==> src/rtl/safe_pkg.sv <==
// Shared types and constants for the keypad safe: state encoding, key codes, entry length.
// Also holds the thermometer helper that drives the digit-count LEDs.
package safe_pkg;

   typedef enum logic [2:0] {
      ST_OFF    = 3'd0,
      ST_LOCKED = 3'd1,
      ST_OPEN   = 3'd2,
      ST_WRONG  = 3'd3,
      ST_SET    = 3'd4
   } state_t;

   localparam logic [3:0] KEY_STAR  = 4'hA;
   localparam logic [3:0] KEY_SHARP = 4'hB;
   localparam logic [3:0] KEY_NONE  = 4'hF;
   localparam int         PW_LEN    = 6;

   function automatic logic is_digit(input logic [3:0] k);
      return k <= 4'd9;
   endfunction

   function automatic logic [PW_LEN-1:0] thermo(input logic [2:0] n);
      logic [PW_LEN-1:0] t;
      for (int i = 0; i < PW_LEN; i++) begin
         t[i] = (3'(i) < n);
      end
      return t;
   endfunction

endpackage

==> src/rtl/keypad_bcd_encoder.sv <==
// Combinational 4x3 keypad decoder: exactly one row and one column give a key code, else KEY_NONE.
// Zero latency, no flow control.
module keypad_bcd_encoder
   import safe_pkg::*;
(
   input  logic [3:0] row_i,
   input  logic [2:0] col_i,
   output logic [3:0] code_o
);

   always_comb begin
      code_o = KEY_NONE;
      case ({row_i, col_i})
         7'b0001_001: code_o = 4'd1;
         7'b0001_010: code_o = 4'd2;
         7'b0001_100: code_o = 4'd3;
         7'b0010_001: code_o = 4'd4;
         7'b0010_010: code_o = 4'd5;
         7'b0010_100: code_o = 4'd6;
         7'b0100_001: code_o = 4'd7;
         7'b0100_010: code_o = 4'd8;
         7'b0100_100: code_o = 4'd9;
         7'b1000_001: code_o = KEY_STAR;
         7'b1000_010: code_o = 4'd0;
         7'b1000_100: code_o = KEY_SHARP;
         default:     code_o = KEY_NONE;
      endcase
   end

endmodule

==> src/rtl/safe_controller.sv <==
// Keypad safe core: synchronizes pins, detects key presses, collects a 6-digit entry and runs the safe FSM.
// A press reaches state/password_led SYNC_STAGES+1 clock edges after the pins settle; no backpressure.
module safe_controller
   import safe_pkg::*;
#(
   parameter int          SYNC_STAGES = 2,
   parameter int          WRONG_HOLD  = 4,
   parameter logic [23:0] DEFAULT_PW  = 24'h123456
) (
   input  logic       clk,
   input  logic       initialize_n,
   input  logic       row1,
   input  logic       row2,
   input  logic       row3,
   input  logic       row4,
   input  logic       col1,
   input  logic       col2,
   input  logic       col3,
   input  logic       reset_password,
   output logic [5:0] password_led,
   output logic [2:0] state
);

   localparam int HOLD_W = (WRONG_HOLD > 1) ? $clog2(WRONG_HOLD) : 1;

   logic [SYNC_STAGES-1:0][7:0] sync_q;
   logic [7:0]                  pins;
   logic [7:0]                  pins_s;
   logic [3:0]                  key_code;
   logic [3:0]                  key_prev_q;
   logic                        rp_prev_q;
   logic                        press;
   logic                        rp_rise;

   state_t                      state_q;
   logic [2:0]                  count_q;
   logic [23:0]                 entry_q;
   logic [23:0]                 pw_q;
   logic [HOLD_W-1:0]           hold_q;

   assign pins   = {reset_password, col3, col2, col1, row4, row3, row2, row1};
   assign pins_s = sync_q[SYNC_STAGES-1];

   always_ff @(posedge clk or negedge initialize_n) begin
      if (!initialize_n) begin
         sync_q <= '0;
      end else begin
         sync_q[0] <= pins;
         for (int i = 1; i < SYNC_STAGES; i++) begin
            sync_q[i] <= sync_q[i-1];
         end
      end
   end

   keypad_bcd_encoder u_enc (
      .row_i  (pins_s[3:0]),
      .col_i  (pins_s[6:4]),
      .code_o (key_code)
   );

   // A press needs the previous code to be "no key": holds and direct key-to-key slides never fire.
   assign press   = (key_prev_q == KEY_NONE) && (key_code != KEY_NONE);
   assign rp_rise = pins_s[7] && !rp_prev_q;

   always_ff @(posedge clk or negedge initialize_n) begin
      if (!initialize_n) begin
         key_prev_q <= KEY_NONE;
         rp_prev_q  <= 1'b0;
      end else begin
         key_prev_q <= key_code;
         rp_prev_q  <= pins_s[7];
      end
   end

   always_ff @(posedge clk or negedge initialize_n) begin
      if (!initialize_n) begin
         state_q <= ST_OFF;
         count_q <= '0;
         entry_q <= '0;
         pw_q    <= DEFAULT_PW;
         hold_q  <= '0;
      end else begin
         case (state_q)
            ST_OFF: begin
               if (press && key_code == KEY_SHARP) begin
                  state_q <= ST_LOCKED;
                  count_q <= '0;
                  entry_q <= '0;
               end
            end
            ST_LOCKED, ST_SET: begin
               if (press) begin
                  if (key_code == KEY_SHARP) begin
                     state_q <= ST_OFF;
                     count_q <= '0;
                     entry_q <= '0;
                  end else if (key_code == KEY_STAR) begin
                     count_q <= '0;
                     entry_q <= '0;
                     hold_q  <= '0;
                     if (state_q == ST_LOCKED) begin
                        state_q <= (count_q == 3'(PW_LEN) && entry_q == pw_q) ? ST_OPEN : ST_WRONG;
                     end else if (count_q == 3'(PW_LEN)) begin
                        pw_q    <= entry_q;
                        state_q <= ST_LOCKED;
                     end else begin
                        state_q <= ST_OPEN;
                     end
                  end else if (is_digit(key_code) && count_q < 3'(PW_LEN)) begin
                     // Shifting in MS-first leaves the first digit in the top nibble after six keys.
                     entry_q <= {entry_q[19:0], key_code};
                     count_q <= count_q + 3'd1;
                  end
               end
            end
            ST_OPEN: begin
               if (press) begin
                  if (key_code == KEY_SHARP) begin
                     state_q <= ST_OFF;
                  end else if (key_code == KEY_STAR) begin
                     state_q <= ST_LOCKED;
                  end
                  count_q <= '0;
                  entry_q <= '0;
               end else if (rp_rise) begin
                  state_q <= ST_SET;
                  count_q <= '0;
                  entry_q <= '0;
               end
            end
            ST_WRONG: begin
               if (press && key_code == KEY_SHARP) begin
                  state_q <= ST_OFF;
                  count_q <= '0;
                  entry_q <= '0;
               end else if (hold_q == HOLD_W'(WRONG_HOLD - 1)) begin
                  state_q <= ST_LOCKED;
               end else begin
                  hold_q <= hold_q + HOLD_W'(1);
               end
            end
            default: begin
               state_q <= ST_OFF;
               count_q <= '0;
               entry_q <= '0;
            end
         endcase
      end
   end

   assign state        = state_q;
   assign password_led = (state_q == ST_LOCKED || state_q == ST_SET) ? thermo(count_q) : '0;

endmodule

==> config.mk <==
export PLATFORM = sky130hd
export DESIGN_NAME = safe_controller
export DESIGN_NICKNAME = d
export VERILOG_FILES = /design/src/rtl/safe_pkg.sv /design/src/rtl/keypad_bcd_encoder.sv /design/src/rtl/safe_controller.sv
export SDC_FILE = /design/constraint.sdc
export NUM_CORES = 1
export LEC_CHECK = 0
export CAP_MARGIN = 25
export CORE_ASPECT_RATIO = 0.5
export CORE_UTILIZATION = 33
export CTS_CLUSTER_DIAMETER = 30
export CTS_CLUSTER_SIZE = 16
export DETAILED_ROUTE_END_ITERATION = 8
export SYNTH_ARGS = -nofsm -noshare
export SYNTH_HDL_FRONTEND = slang
export SYNTH_HIERARCHICAL = 1
export SYNTH_SLANG_ARGS = --single-unit
==> constraint.sdc <==
create_clock -name clk -period 6 [get_ports clk]
set_input_delay 1.2 -clock clk [delete_from_list [all_inputs] [get_ports clk]]
set_output_delay 1.2 -clock clk [all_outputs]
set_load 0.1 [all_outputs]
==> results of run 1 <==
[power by group through the flow]
| stage | combinational [mW] | sequential (mW) | clock [mW] |
|---|---|---|---|
| finish | 0.606 | 0.701 | 0.529 |
| CTS | 0.614 | 0.702 | 0.551 |
| floorplan | 0.468 | 0.724 | 0 |
| detailed placement | 0.611 | 0.709 | 0 |
| global route | 0.673 | 0.717 | 0.578 |
| global placement | 0.606 | 0.710 | 0 |
[final timing paths]
kind / start / slack [ns] / cells past startpoint / to
max in group asynchronous: initialize_n / 4.68 / 2 / key_prev_q[1]
min reg2reg: sync_q[5] / 0.35 / 0 / pins_s[5]
max: state[2] / 1.89 / 5 / password_led[4]
min in group asynchronous: initialize_n / 0.71 / 1 / entry_q[5]
max reg2reg: pins_s[3] / 2.09 / 8 / pw_q[16]
min: sync_q[5] / 0.35 / 0 / pins_s[5]
[area by class of cell]
type | count | area share (%)
Sequential cell | 77 | 43.0
Multi-Input combinational cell | 258 | 40.7
Clock buffer | 12 | 5.46
Timing Repair Buffer | 21 | 4.88
Tap cell | 159 | 4.41
Clock inverter | 4 | 1.05
Inverter | 6 | 0.499
[sequential cells by signal, indices dropped and copies added (netlist names)]
| register | cells |
|---|---|
| count_q | 3 |
| entry_q | 24 |
| hold_q | 2 |
| key_prev_q | 4 |
| pins_s | 8 |
| pw_q | 24 |
| rp_prev_q | 1 |
| state | 3 |
| sync_q | 8 |
[per-stage QoR]
stage	util, %	power (mW)	hold WS (ns)	area, µm²
after global routing	39.9	1.97	0.358	4510
final	39.9	1.84	0.347	4510
after global placement	37.0	1.32	0.334	4190
after floorplan	-	1.19	0.331	3940
after CTS	39.6	1.87	0.348	4490
after detailed placement	37.0	1.32	0.335	4190
[metal layers]
metal	vias up	track usage (%)	share of wire, %
li1	1297	-	-
met1	1268	18.0	50
met2	28	19.9	45
met3	16	3.38	2.9
met4	0	6.57	2.4
met5	-	0	0
[worst max-delay path: cells and delay by family, from the launching register on]
| family | cells | cell delay (ns) |
|---|---|---|
| DFF | 1 | 0.47 |
| AOI/OAI and AO/OA | 2 | 0.45 |
| buffers and inverters | 1 | 1.12 |
| and+or+nand+nor | 2 | 0.53 |
[cells in the mapped netlist, types with 2 or more instances]
| master | instances | area (µm²) |
|---|---|---|
| dfrtp_1 | 64 | 1600 |
| nand2_1 | 62 | 233 |
| mux2_1 | 25 | 282 |
| xor2_1 | 21 | 184 |
| nand3_2 | 20 | 200 |
| dfstp_2 | 13 | 342 |
| nor2_1 | 11 | 41.3 |
| nand3_1 | 10 | 50.1 |
| buf_2 | 8 | 40.0 |
| buf_6 | 8 | 90.1 |
| xnor2_1 | 8 | 70.1 |
| nor3_1 | 7 | 35.0 |
| nor2b_1 | 6 | 37.5 |
| nor4_1 | 6 | 37.5 |
| o21ai_0 | 6 | 30.0 |
| inv_1 | 5 | 18.8 |
| nand4_1 | 5 | 31.3 |
| a32oi_1 | 4 | 35.0 |
| nand2b_1 | 4 | 25.0 |
| o21a_1 | 4 | 30.0 |
| o21ai_1 | 4 | 20.0 |
| o31ai_1 | 4 | 30.0 |
| and4bb_1 | 3 | 37.5 |
| nand3b_1 | 3 | 22.5 |
| nor3b_1 | 3 | 22.5 |
| a21o_1 | 2 | 15.0 |
| a21oi_1 | 2 | 10.0 |
| a21oi_2 | 2 | 17.5 |
| ha_1 | 2 | 25.0 |
| nand4b_1 | 2 | 17.5 |
| o22ai_1 | 2 | 12.5 |
| or2_2 | 2 | 12.5 |
| or3_1 | 2 | 12.5 |
[cells by family after synthesis]
| logic type | count (synthesis) | share of synthesized area, % |
|---|---|---|
| flip-flops | 77 | 49.3 |
| AO/OA/AOI/OAI | 46 | 9.20 |
| adder cells (fa/ha/maj) | 2 | 0.635 |
| XOR/XNOR | 29 | 6.44 |
| AND/OR/NAND/NOR | 156 | 23.1 |
| multiplexers | 25 | 7.14 |
| buffers and inverters | 24 | 4.16 |
==> summary.txt, run 1 <==
Run status
  – Status: completed

Drt
  – DRC viols: 0
  – WL per Instance: 13.4 µm
  – Final ANT Viol Nets: 0
  – DR iter-0 viols: 125
  – DRT Wirelength: 7180 µm
  – Detailed Routing Iterations Pass 1: 4
  – Via density: 4.86
  – Routed vias: 2609

Clock tree
  – Max Root-Sink Buffers: 2
  – Hold Buf Count CTS: 0
  – CTS root buffer: clkbuf_16
  – Clk sinks: 77
  – H-tree depth: 3
  – Post_cts resized: 0
  – TritonCTS buffer count: 9
  – Clk slew on worst S/H paths: 0.05 ns
  – Clock latency on the worst-skew pair: 0.33 ns
  – CTS tree: done
  – Post-CTS Setup Bufs: 0

Min path
  – Hold crit path type: reg2reg

Cells and area
  – Final Non-Filler Cells: 537
  – FF/Latch Area: 1940 µm²
  – Area of the multi-input gates: 1840 µm²
  – Most common cell after layout, fill and taps aside: dfrtp_1
  – Share of layout cells above drive strength 1: 17.5%
  – Fillers: 1081
  – Fin nets: 385
  – Area delta synth->final: 14.5%
  – Most frequent cells in the layout: dfrtp_1, nand2_1, mux2_1
  – N_diodes: 0

Power and ir drop
  – Clock power share: 28.8%
  – Static leakage: 2.08 nW
  – Cell Int Power: 1.12 mW
  – Comb power frac: 33.0%
  – Seq pwr share: 38.2%
  – Switching part of the total power: 39.1%
  – Psw: 0.718 mW
  – Pwr Density: 407 nW/µm²
  – Peak VDD IR: 0.000167 V

Yosys
  – Number of synthesized flops with an enable pin: 0
  – Ys Warns: 6
  – Yosys cell types: 62
  – Yosys reg bits: 77
  – Mapped cell area: 3940 µm²
  – Post-synthesis sequential area ratio: 49.3%
  – Primary FF master, synth: dfrtp_1
  – Gate Count Post-Synth: 359
  – Syn nets: 371
  – Post-Syn Area per Cell: 11.0 µm²
  – Ys async rst share: 100%

Die
  – Initial Util: 34.8%
  – Area of the core: 11300 µm²
  – Io pins: 19
  – # rows: 27
  – Die W: 157 µm
  – Die span in y: 79.3 µm
  – Total die area: 12400 µm²

Timing
  – Least-Margin Pin Slew: 0.967 ns
  – RSZ-0062 raised after global routing: false
  – Rel. slew slack: 35.3%
  – Setup TNS: 0 ns
  – Max Fclk: 243 MHz
  – Max Slew Vio Count: 0
  – Clock Skews: 0.00560 ns
  – Worst setup margin: 1.89 ns
  – Final min period: 4.11 ns
  – Tcrit/Tclk final: 68.5%
  – Setup violations, final: 0
  – Fin. Hold Viols: 0

Placed design
  – Inst Count DP: 520
  – Routability Congestion: 0.860
  – HPWL after detailed placement: 4650 µm
  – Port bufs: 18
  – Post-Place Setup Slack: 2.03 ns

Global routing
  – Gr usage total: 13.3%
  – First-pass GRT wire length: 12700 µm
  – Largest net degree at the start of global routing: 78
  – Vias in the first global route: 2603
  – Initial antenna violation count: 0
  – Final global-route overflow total: 0

Critical path
  – Max stage delay on crit path: 1.12 ns
  – Crit-path slowest cell: clkdlybuf4s50_1
  – Nature of the critical path endpoint: output port
  – Crit path required time: 4.80 ns
  – Crit path DAT: 2.91 ns
  – Setup CP Type: reg2out
  – Crit Path Max Fanout: 9
  – Worst path cell trace: nand2b_1 -> a21oi_2 -> and2_1 -> o21a_1 -> clkdlybuf4s50_1
  – CP Launch Type: register

Flow run
  – Number of max-cap violations: 0
No activity file was read; power rests on OpenSTA's default activity.
==> run 2: changes to the inputs <==
==> constraint.sdc (replaced) <==
create_clock -name clk -period 3.9 [get_ports clk]
set_input_delay 0.78 -clock clk [delete_from_list [all_inputs] [get_ports clk]]
set_output_delay 0.78 -clock clk [all_outputs]
set_load 0.1 [all_outputs]
==> run 2 against run 1 <==
Effect of this change: global-route usage is 0.22 points lower; final cell count is 0.37% higher; highest routed layer unchanged; die area stayed put; clock skew is 0.0010 ns lower; sequential power is 54% higher; via count is 0.42% lower; critical path type is now reg2reg; combinational power is 54% higher; core utilization hardly changed.
==> summary.txt, run 2 (synthesis gave the netlist of run 1 again) <==
Run status
  – Status: completed

Die
  – Die W: 157 µm
  – Area of the core: 11300 µm²
  – Total die area: 12400 µm²
  – # rows: 27
  – Initial Util: 34.8%
  – Die span in y: 79.3 µm
  – Io pins: 19

Critical path
  – CP dominant cell by count: nand2_1
  – Setup CP Type: reg2reg
  – Crit path required time: 4.12 ns
  – Max stage delay on crit path: 0.59 ns
  – Worst path cell trace: nor2b_1 -> o311ai_1 -> a21oi_2 -> o21ai_1 -> nand4b_1 -> o21ai_0 -> or2_2 -> nand4_2 -> nand2_1 -> nand2_1
  – Nature of the critical path endpoint: register
  – Crit path DAT: 3.71 ns
  – Crit-path slowest cell: dfrtp_1
  – CP Launch Type: register
  – Crit Path Max Fanout: 26

Cells and area
  – Share of layout cells above drive strength 1: 19.5%
  – N_diodes: 0
  – Area delta synth->final: 14.6%
  – Final Non-Filler Cells: 539
  – FF/Latch Area: 1940 µm²
  – Design area: 4520 µm²
  – Fin nets: 387
  – Most frequent cells in the layout: dfrtp_1, nand2_1, mux2_1
  – Area of the multi-input gates: 1840 µm²
  – Biggest regs: entry_q x24, pw_q x24
  – Most common cell after layout, fill and taps aside: dfrtp_1
  – Fillers: 1072

Timing
  – Setup TNS: 0 ns
  – Worst setup margin: 0.405 ns
  – Final hold slack: 0.346 ns
  – Fin. Hold Viols: 0
  – Tcrit/Tclk final: 89.6%
  – Max Fclk: 286 MHz
  – Clock Skews: 0.00461 ns
  – Max Slew Vio Count: 0
  – Setup violations, final: 0
  – Least-Margin Pin Slew: 0.964 ns
  – RSZ-0062 raised after global routing: false
  – Final min period: 3.50 ns
  – Rel. slew slack: 35.5%

Drt
  – Final ANT Viol Nets: 0
  – Top sig layer: met4
  – DRT Wirelength: 7380 µm
  – M1 WL: 3870 µm
  – Met2 Routed Length: 3210 µm
  – Routed vias: 2598
  – Via density: 4.82
  – DRC viols: 0
  – DR iter-0 viols: 119
  – DR WL met3: 174 µm
  – Detailed Routing Iterations Pass 1: 4
  – WL per Instance: 13.7 µm

Clock tree
  – Max Root-Sink Buffers: 2
  – Clk slew on worst S/H paths: 0.05 ns
  – Post-CTS Setup Bufs: 0
  – TritonCTS buffer count: 9
  – Clock latency on the worst-skew pair: 0.33 ns
  – Clk sinks: 77
  – H-tree depth: 3
  – Post_cts resized: 0
  – Hold Buf Count CTS: 0
  – CTS tree: done
  – CTS root buffer: clkbuf_16

Global routing
  – Initial antenna violation count: 0
  – Final global-route overflow total: 0
  – First-pass GRT wire length: 12500 µm
  – Vias in the first global route: 2443
  – Gr usage total: 13.1%
  – Largest net degree at the start of global routing: 78

Placed design
  – HPWL after detailed placement: 4710 µm
  – Inst Count DP: 522
  – Routability Congestion: 0.841
  – Placement Cell Area: 4200 µm²
  – Post-Place Setup Slack: 0.442 ns
  – Port bufs: 18

Flow run
  – Number of max-cap violations: 0

Power and ir drop
  – Cell Int Power: 1.72 mW
  – Switching part of the total power: 39.2%
  – Psw: 1.11 mW
  – Clock power share: 28.9%
  – Seq pwr share: 38.2%
  – Comb power frac: 33.0%
  – Pwr Density: 626 nW/µm²
  – Static leakage: 2.10 nW
  – Peak VDD IR: 0.000230 V

Min path
  – Hold crit path type: reg2reg
-- run 2: area by class of cell --
type,count,share of cell area (%)
Clock inverter,2,0.775
Timing Repair Buffer,23,4.87
Tap cell,159,4.40
Clock buffer,14,5.62
Multi-Input combinational cell,258,40.8
Inverter,6,0.498
Sequential cell,77,43.0
-- run 2: final timing paths --
kind	cells after the start	startpoint	to	slack, ns
max	10	pins_s[5]	entry_q[6]	0.40
min	0	sync_q[6]	pins_s[6]	0.35
max reg2reg	10	pins_s[5]	entry_q[6]	0.40
min reg2reg	0	sync_q[6]	pins_s[6]	0.35
max in group asynchronous	2	initialize_n	key_prev_q[3]	2.89
min in group asynchronous	1	initialize_n	pw_q[14]	0.38
-- run 2: metal layers --
layer,vias up,GRT usage (%)
met1,1262,18.2
met5,-,0
li1,1303,-
met4,0,5.88
met2,25,19.2
met3,8,3.28
-- run 2: through the flow --
| stage | total power, mW | utilization (%) |
|---|---|---|
| after global placement | 2.02 | 37.1 |
| after CTS | 2.86 | 39.7 |
| final | 2.83 | 39.9 |
| after floorplan | 1.84 | - |
| after detailed placement | 2.03 | 37.1 |
| after global routing | 3.00 | 39.9 |
-- run 2: worst max-delay path: cells and delay by family (launching register included) --
family / cells / cell delay [ns]
AO/OA/AOI/OAI: 4 / 1.23
flip-flops: 1 / 0.59
AND/OR/NAND/NOR: 6 / 1.54
-- run 2: power by group through the flow --
stage | clock network [mW] | logic (mW) | registers, mW
final | 0.817 | 0.933 | 1.08
after global routing | 0.876 | 1.02 | 1.10
after CTS | 0.842 | 0.941 | 1.08
after detailed placement | 0 | 0.939 | 1.09
after global placement | 0 | 0.931 | 1.09
after floorplan | 0 | 0.728 | 1.11
==> run 3: changes to the inputs <==
--- a/config.mk
+++ b/config.mk
@@ -11,6 +11,7 @@
 export CTS_CLUSTER_DIAMETER = 30
 export CTS_CLUSTER_SIZE = 16
 export DETAILED_ROUTE_END_ITERATION = 8
+export PLACE_DENSITY = 0.46
 export SYNTH_ARGS = -nofsm -noshare
 export SYNTH_HDL_FRONTEND = slang
 export SYNTH_HIERARCHICAL = 1
==> constraint.sdc (replaced) <==
create_clock -name clk -period 4.3 [get_ports clk]
set_input_delay 0.86 -clock clk [delete_from_list [all_inputs] [get_ports clk]]
set_output_delay 0.86 -clock clk [all_outputs]
set_load 0.1 [all_outputs]
==> run 3 against run 2 <==
Effect of this change: final area up 0.50%; combinational power shrank 9.1%; setup slack better by 0.40 ns; die area stayed put; sequential power is 9% lower; critical path depth stayed put; flip-flop and latch count unchanged; count of clock-buffer cells in the layout is 3 lower; largest cell class unchanged; largest power group unchanged; highest routed layer unchanged.
==> summary.txt, run 3 (synthesis gave the netlist of run 1 again) <==
Cells and area
  – Area delta synth->final: 15.2%
  – Share of layout cells above drive strength 1: 19.7%
  – N_diodes: 0
  – Final Non-Filler Cells: 539
  – Fin nets: 387
  – Most frequent cells in the layout: dfrtp_1, nand2_1, mux2_1
  – Biggest regs: entry_q x24, pw_q x24
  – Most common cell after layout, fill and taps aside: dfrtp_1
  – Design area: 4540 µm²

Power and ir drop
  – Pwr Density: 579 nW/µm²
  – Total power: 2.63 mW
  – Static leakage: 2.10 nW
  – Peak VDD IR: 0.000220 V

Placed design
  – Routability Congestion: 0.838
  – Port bufs: 18
  – HPWL after detailed placement: 5150 µm
  – Inst Count DP: 522
  – Placement Cell Area: 4200 µm²

Timing
  – Tcrit/Tclk final: 81.2%
  – Fin. Hold Viols: 0
  – Setup TNS: 0 ns
  – Max Slew Vio Count: 0
  – Max Fclk: 286 MHz
  – Least-Margin Pin Slew: 0.972 ns
  – Final min period: 3.49 ns
  – Rel. slew slack: 35.0%
  – RSZ-0062 raised after global routing: false
  – Setup violations, final: 0
  – Final hold slack: 0.331 ns
  – Clock Skews: 0.00844 ns

Global routing
  – Vias in the first global route: 2717
  – Largest net degree at the start of global routing: 78
  – Initial antenna violation count: 0
  – Gr usage total: 14.5%
  – First-pass GRT wire length: 13600 µm
  – Final global-route overflow total: 0

Critical path
  – Crit path DAT: 3.70 ns
  – CP Launch Type: register
  – Setup CP Type: reg2reg
  – Cells on worst reg2reg path: 10
  – Crit Path Max Fanout: 26
  – Crit path required time: 4.50 ns
  – Nature of the critical path endpoint: register

Die
  – Die span in y: 79.3 µm
  – Initial Util: 34.8%
  – # rows: 27
  – Die W: 157 µm
  – Area of the core: 11300 µm²
  – Total die area: 12400 µm²
  – Io pins: 19

Clock tree
  – Clock latency on the worst-skew pair: 0.33 ns
  – H-tree depth: 3
  – TritonCTS buffer count: 9
  – Clk slew on worst S/H paths: 0.06 ns
  – Post-CTS Setup Bufs: 0
  – Max Root-Sink Buffers: 2
  – Post_cts resized: 0
  – CTS root buffer: clkbuf_16
  – Hold Buf Count CTS: 0
  – Clk sinks: 77
  – CTS tree: done

Run status
  – Status: completed

Drt
  – WL per Instance: 14.5 µm
  – Via density: 4.95
  – Detailed Routing Iterations Pass 1: 4
  – DR iter-0 viols: 98
  – Final ANT Viol Nets: 0
  – DRC viols: 0
  – Routed vias: 2669
  – DRT Wirelength: 7820 µm

Min path
  – Hold crit path type: in2async

Flow run
  – Number of max-cap violations: 0
[run 3: worst max-delay path, stage by stage (launching register included)]
cell	delay, ns
dfrtp_1	0.62
nor3b_2	0.31
a21oi_1	0.10
o32a_1	0.33
o221ai_2	0.35
nand4b_1	0.25
o21ai_0	0.33
or2_2	0.20
nand4_2	0.56
nand2_1	0.23
o21ai_1	0.08
[run 3: layout make-up]
cell class	count	area, µm²
Multi-Input combinational cell	258	1840
Tap cell	159	199
Inverter	6	22.5
Clock buffer	11	233
Timing Repair Buffer	23	220
Fill cell	1101	6780
Sequential cell	77	1940
Clock inverter	5	85.1
[run 3: final timing paths]
kind	start	endpoint	slack [ns]
max	pins_s[3]	count_q[0]	0.81
min	initialize_n	pw_q[18]	0.33
max reg2reg	pins_s[3]	count_q[0]	0.81
min reg2reg	sync_q[4]	pins_s[4]	0.35
max in group asynchronous	initialize_n	key_prev_q[2]	3.35
min in group clk	sync_q[4]	pins_s[4]	0.35
[run 3: power by group]
group | total, mW | switching [mW] | internal (mW) | leakage, nW
Sequential | 0.979 | 0.151 | 0.829 | 0.973
Clock | 0.801 | 0.289 | 0.511 | 0.150
Combinational | 0.848 | 0.581 | 0.267 | 0.980
[run 3: metrics by stage]
step	utilization, %	setup WS, ns
6_report	40.1	0.807
5_1_grt	40.1	0.277
4_1_cts	39.9	0.824
3_5_place_dp	37.1	0.859
3_3_place_gp	37.1	0.901
2_1_floorplan	-	0.132
[run 3: routing by layer]
metal	vias up	wire, µm	track usage, %
li1	1303	-	-
met1	1320	4010	19.7
met2	40	3520	21.9
met3	6	209	4.09
met4	0	83	5.20
met5	-	0	0
==> RTL change 1: new RTL, flow settings as in run 2 <==
Set the parameter `SYNC_STAGES` to 4 (it was 2).
--- a/src/rtl/safe_controller.sv
+++ b/src/rtl/safe_controller.sv
@@ -3,7 +3,7 @@
 module safe_controller
    import safe_pkg::*;
 #(
-   parameter int          SYNC_STAGES = 2,
+   parameter int          SYNC_STAGES = 4,
    parameter int          WRONG_HOLD  = 4,
    parameter logic [23:0] DEFAULT_PW  = 24'h123456
 ) (
Check against the original RTL: not equivalent (a bounded check fails within 4 cycles, from zero or initial values).
==> RTL change 1 against run 2 <==
Critical path depth down 1; sequential cell count up 16; wire length up 5.5%; area after synthesis up 8.9%; die area up 8.7%; clock skew up 0.0018 ns; total power down 5.5%; cell area up 7.0%; worst setup slack better by 0.23 ns; critical path type unchanged; largest power group unchanged.
==> RTL change 1: results <==
group,metric,value,unit
outcome,status,"complete, no violations",
sta,max_slew_margin,36.1,%
synth,ys.warnings.count,6,
synth,ys_top_cells_by_count,"dfrtp_1, xor2_1, mux2_1",
global_route,grt_util_met2,19.2,%
global_route,use_met3,3.50,%
final_layout,n_fill_cell,1214,
pwr,peakVddDrop,0.215,mV
synth,ys_types,66,
synth,synth-main-ff-cell,"dfrtp_1",
final_layout,final_nets,366,
synth,synthTopCellsByArea,"dfrtp_1, dfstp_2, mux2_1",
critical_path,arrival,3.49,ns
synth,synth_compound_area_share,14.2,%
critical_path,reg2regPathDepth,9,
clock_network,cts_root_buf,"clkbuf_16",
global_route,use_met1,16.9,%
clock_network,cts_buffer_depth,2,
detailed_routing,drt_iter0_drc,155,
place,port_buffers,18,
place,hpwl,5010,um
detailed_routing,drt_wl_total,7780,um
sta,setup_viol,0,
synth,ys_seq_area_share,54.6,%
global_route,grt_pass1_wl,12900,um
place,dp_slack,0.730,ns
synth,synth.top_cell.area_share,46.6,%
synth,synthMuxAreaShare,7.32,%
critical_path,r2r_setup_slack,0.64,ns
clock_network,worstSkewPairLatency,0.34,ns
pwr,switching_share,34.7,%
detailed_routing,vias,2623,
synth,synth_xor_area_share,5.92,%
global_route,grt_max_degree,75,
clock_network,clk_pin_slew,0.07,ns
critical_path,rr_endpoint,"entry_q[1]",
final_layout,reg.largest.list,"entry_q: 24 flops, pw_q: 24 flops, sync_q: 24 flops",
sta,fin_skew,0.00645,ns
synth,synth_adder_area_share,0.583,%
sta,finalHoldViolations,0,
clock_network,cts-resized-gates,0,
final_layout,drive_gt1_share,17.0,%
synth,async_flop_share,100,%
sta,fin_crit_sh,83.7,%
global_route,grt_pass1_vias,2507,
place,gp_congestion,0.845,
synth,synth_nets,350,
pwr,p_leak,2.27,nW
global_route,grt_usage,12.5,%
[RTL change 1: power by group through the flow]
stage | logic [mW] | clock network [mW] | registers (mW)
6_report | 0.671 | 0.844 | 1.16
2_1_floorplan | 0.517 | 0 | 1.20
5_1_grt | 0.734 | 0.914 | 1.18
3_5_place_dp | 0.672 | 0 | 1.18
3_3_place_gp | 0.671 | 0 | 1.17
4_1_cts | 0.675 | 0.871 | 1.16
[RTL change 1: kinds of logic after synthesis]
group / count (synthesis)
compound gates: 73
xor+xnor: 29
fa+ha+maj: 2
buf+inv: 25
flops: 93
mux: 28
simple gates: 88
[RTL change 1: how the worst min path moves through the flow]
stage | from | endpoint | slack (ns) | depth (start not counted)
2_1_floorplan | sync_q[16] | pins_s[0] | 0.33 | 0
3_3_place_gp | sync_q[14] | sync_q[22] | 0.33 | 0
3_5_place_dp | sync_q[18] | pins_s[2] | 0.33 | 0
4_1_cts | sync_q[16] | pins_s[0] | 0.35 | 0
5_1_grt | sync_q[3] | sync_q[11] | 0.35 | 0
6_report | sync_q[16] | pins_s[0] | 0.35 | 0
[RTL change 1: cell type report]
cell class	instances	share of cell area, %
clock inverters	7	1.37
clock buffers	9	4.66
multi-input cells	220	36.3
flip-flops and latches	93	48.5
well taps	170	4.40
repair buffers	24	4.30
inverters	6	0.466
[RTL change 1: layer usage]
metal / vias to the layer above / wire (um)
met5: - / 0
met4: 0 / 99
met3: 9 / 254
met2: 40 / 3540
met1: 1296 / 3890
li1: 1278 / -
[RTL change 1: worst max-delay path, stage by stage (launching register included)]
cell      delay (ns)
dfrtp_1         0.60
nor2b_1         0.18
o311ai_1        0.38
a21oi_2         0.09
o21ai_1         0.51
and3_1          0.30
nor4_2          0.06
a221oi_4        0.30
o211ai_4        0.33
mux2_1          0.40
[RTL change 1: stage by stage]
| step | std cells | area (um2) | util (%) | power, mW |
|---|---|---|---|---|
| 2_1_floorplan | 338 | 4290 | - | 1.71 |
| 3_3_place_gp | 513 | 4540 | 35.9 | 1.85 |
| 3_5_place_dp | 513 | 4540 | 35.9 | 1.85 |
| 4_1_cts | 529 | 4830 | 38.2 | 2.71 |
| 5_1_grt | 529 | 4830 | 38.2 | 2.82 |
| 6_report | 529 | 4830 | 38.2 | 2.67 |
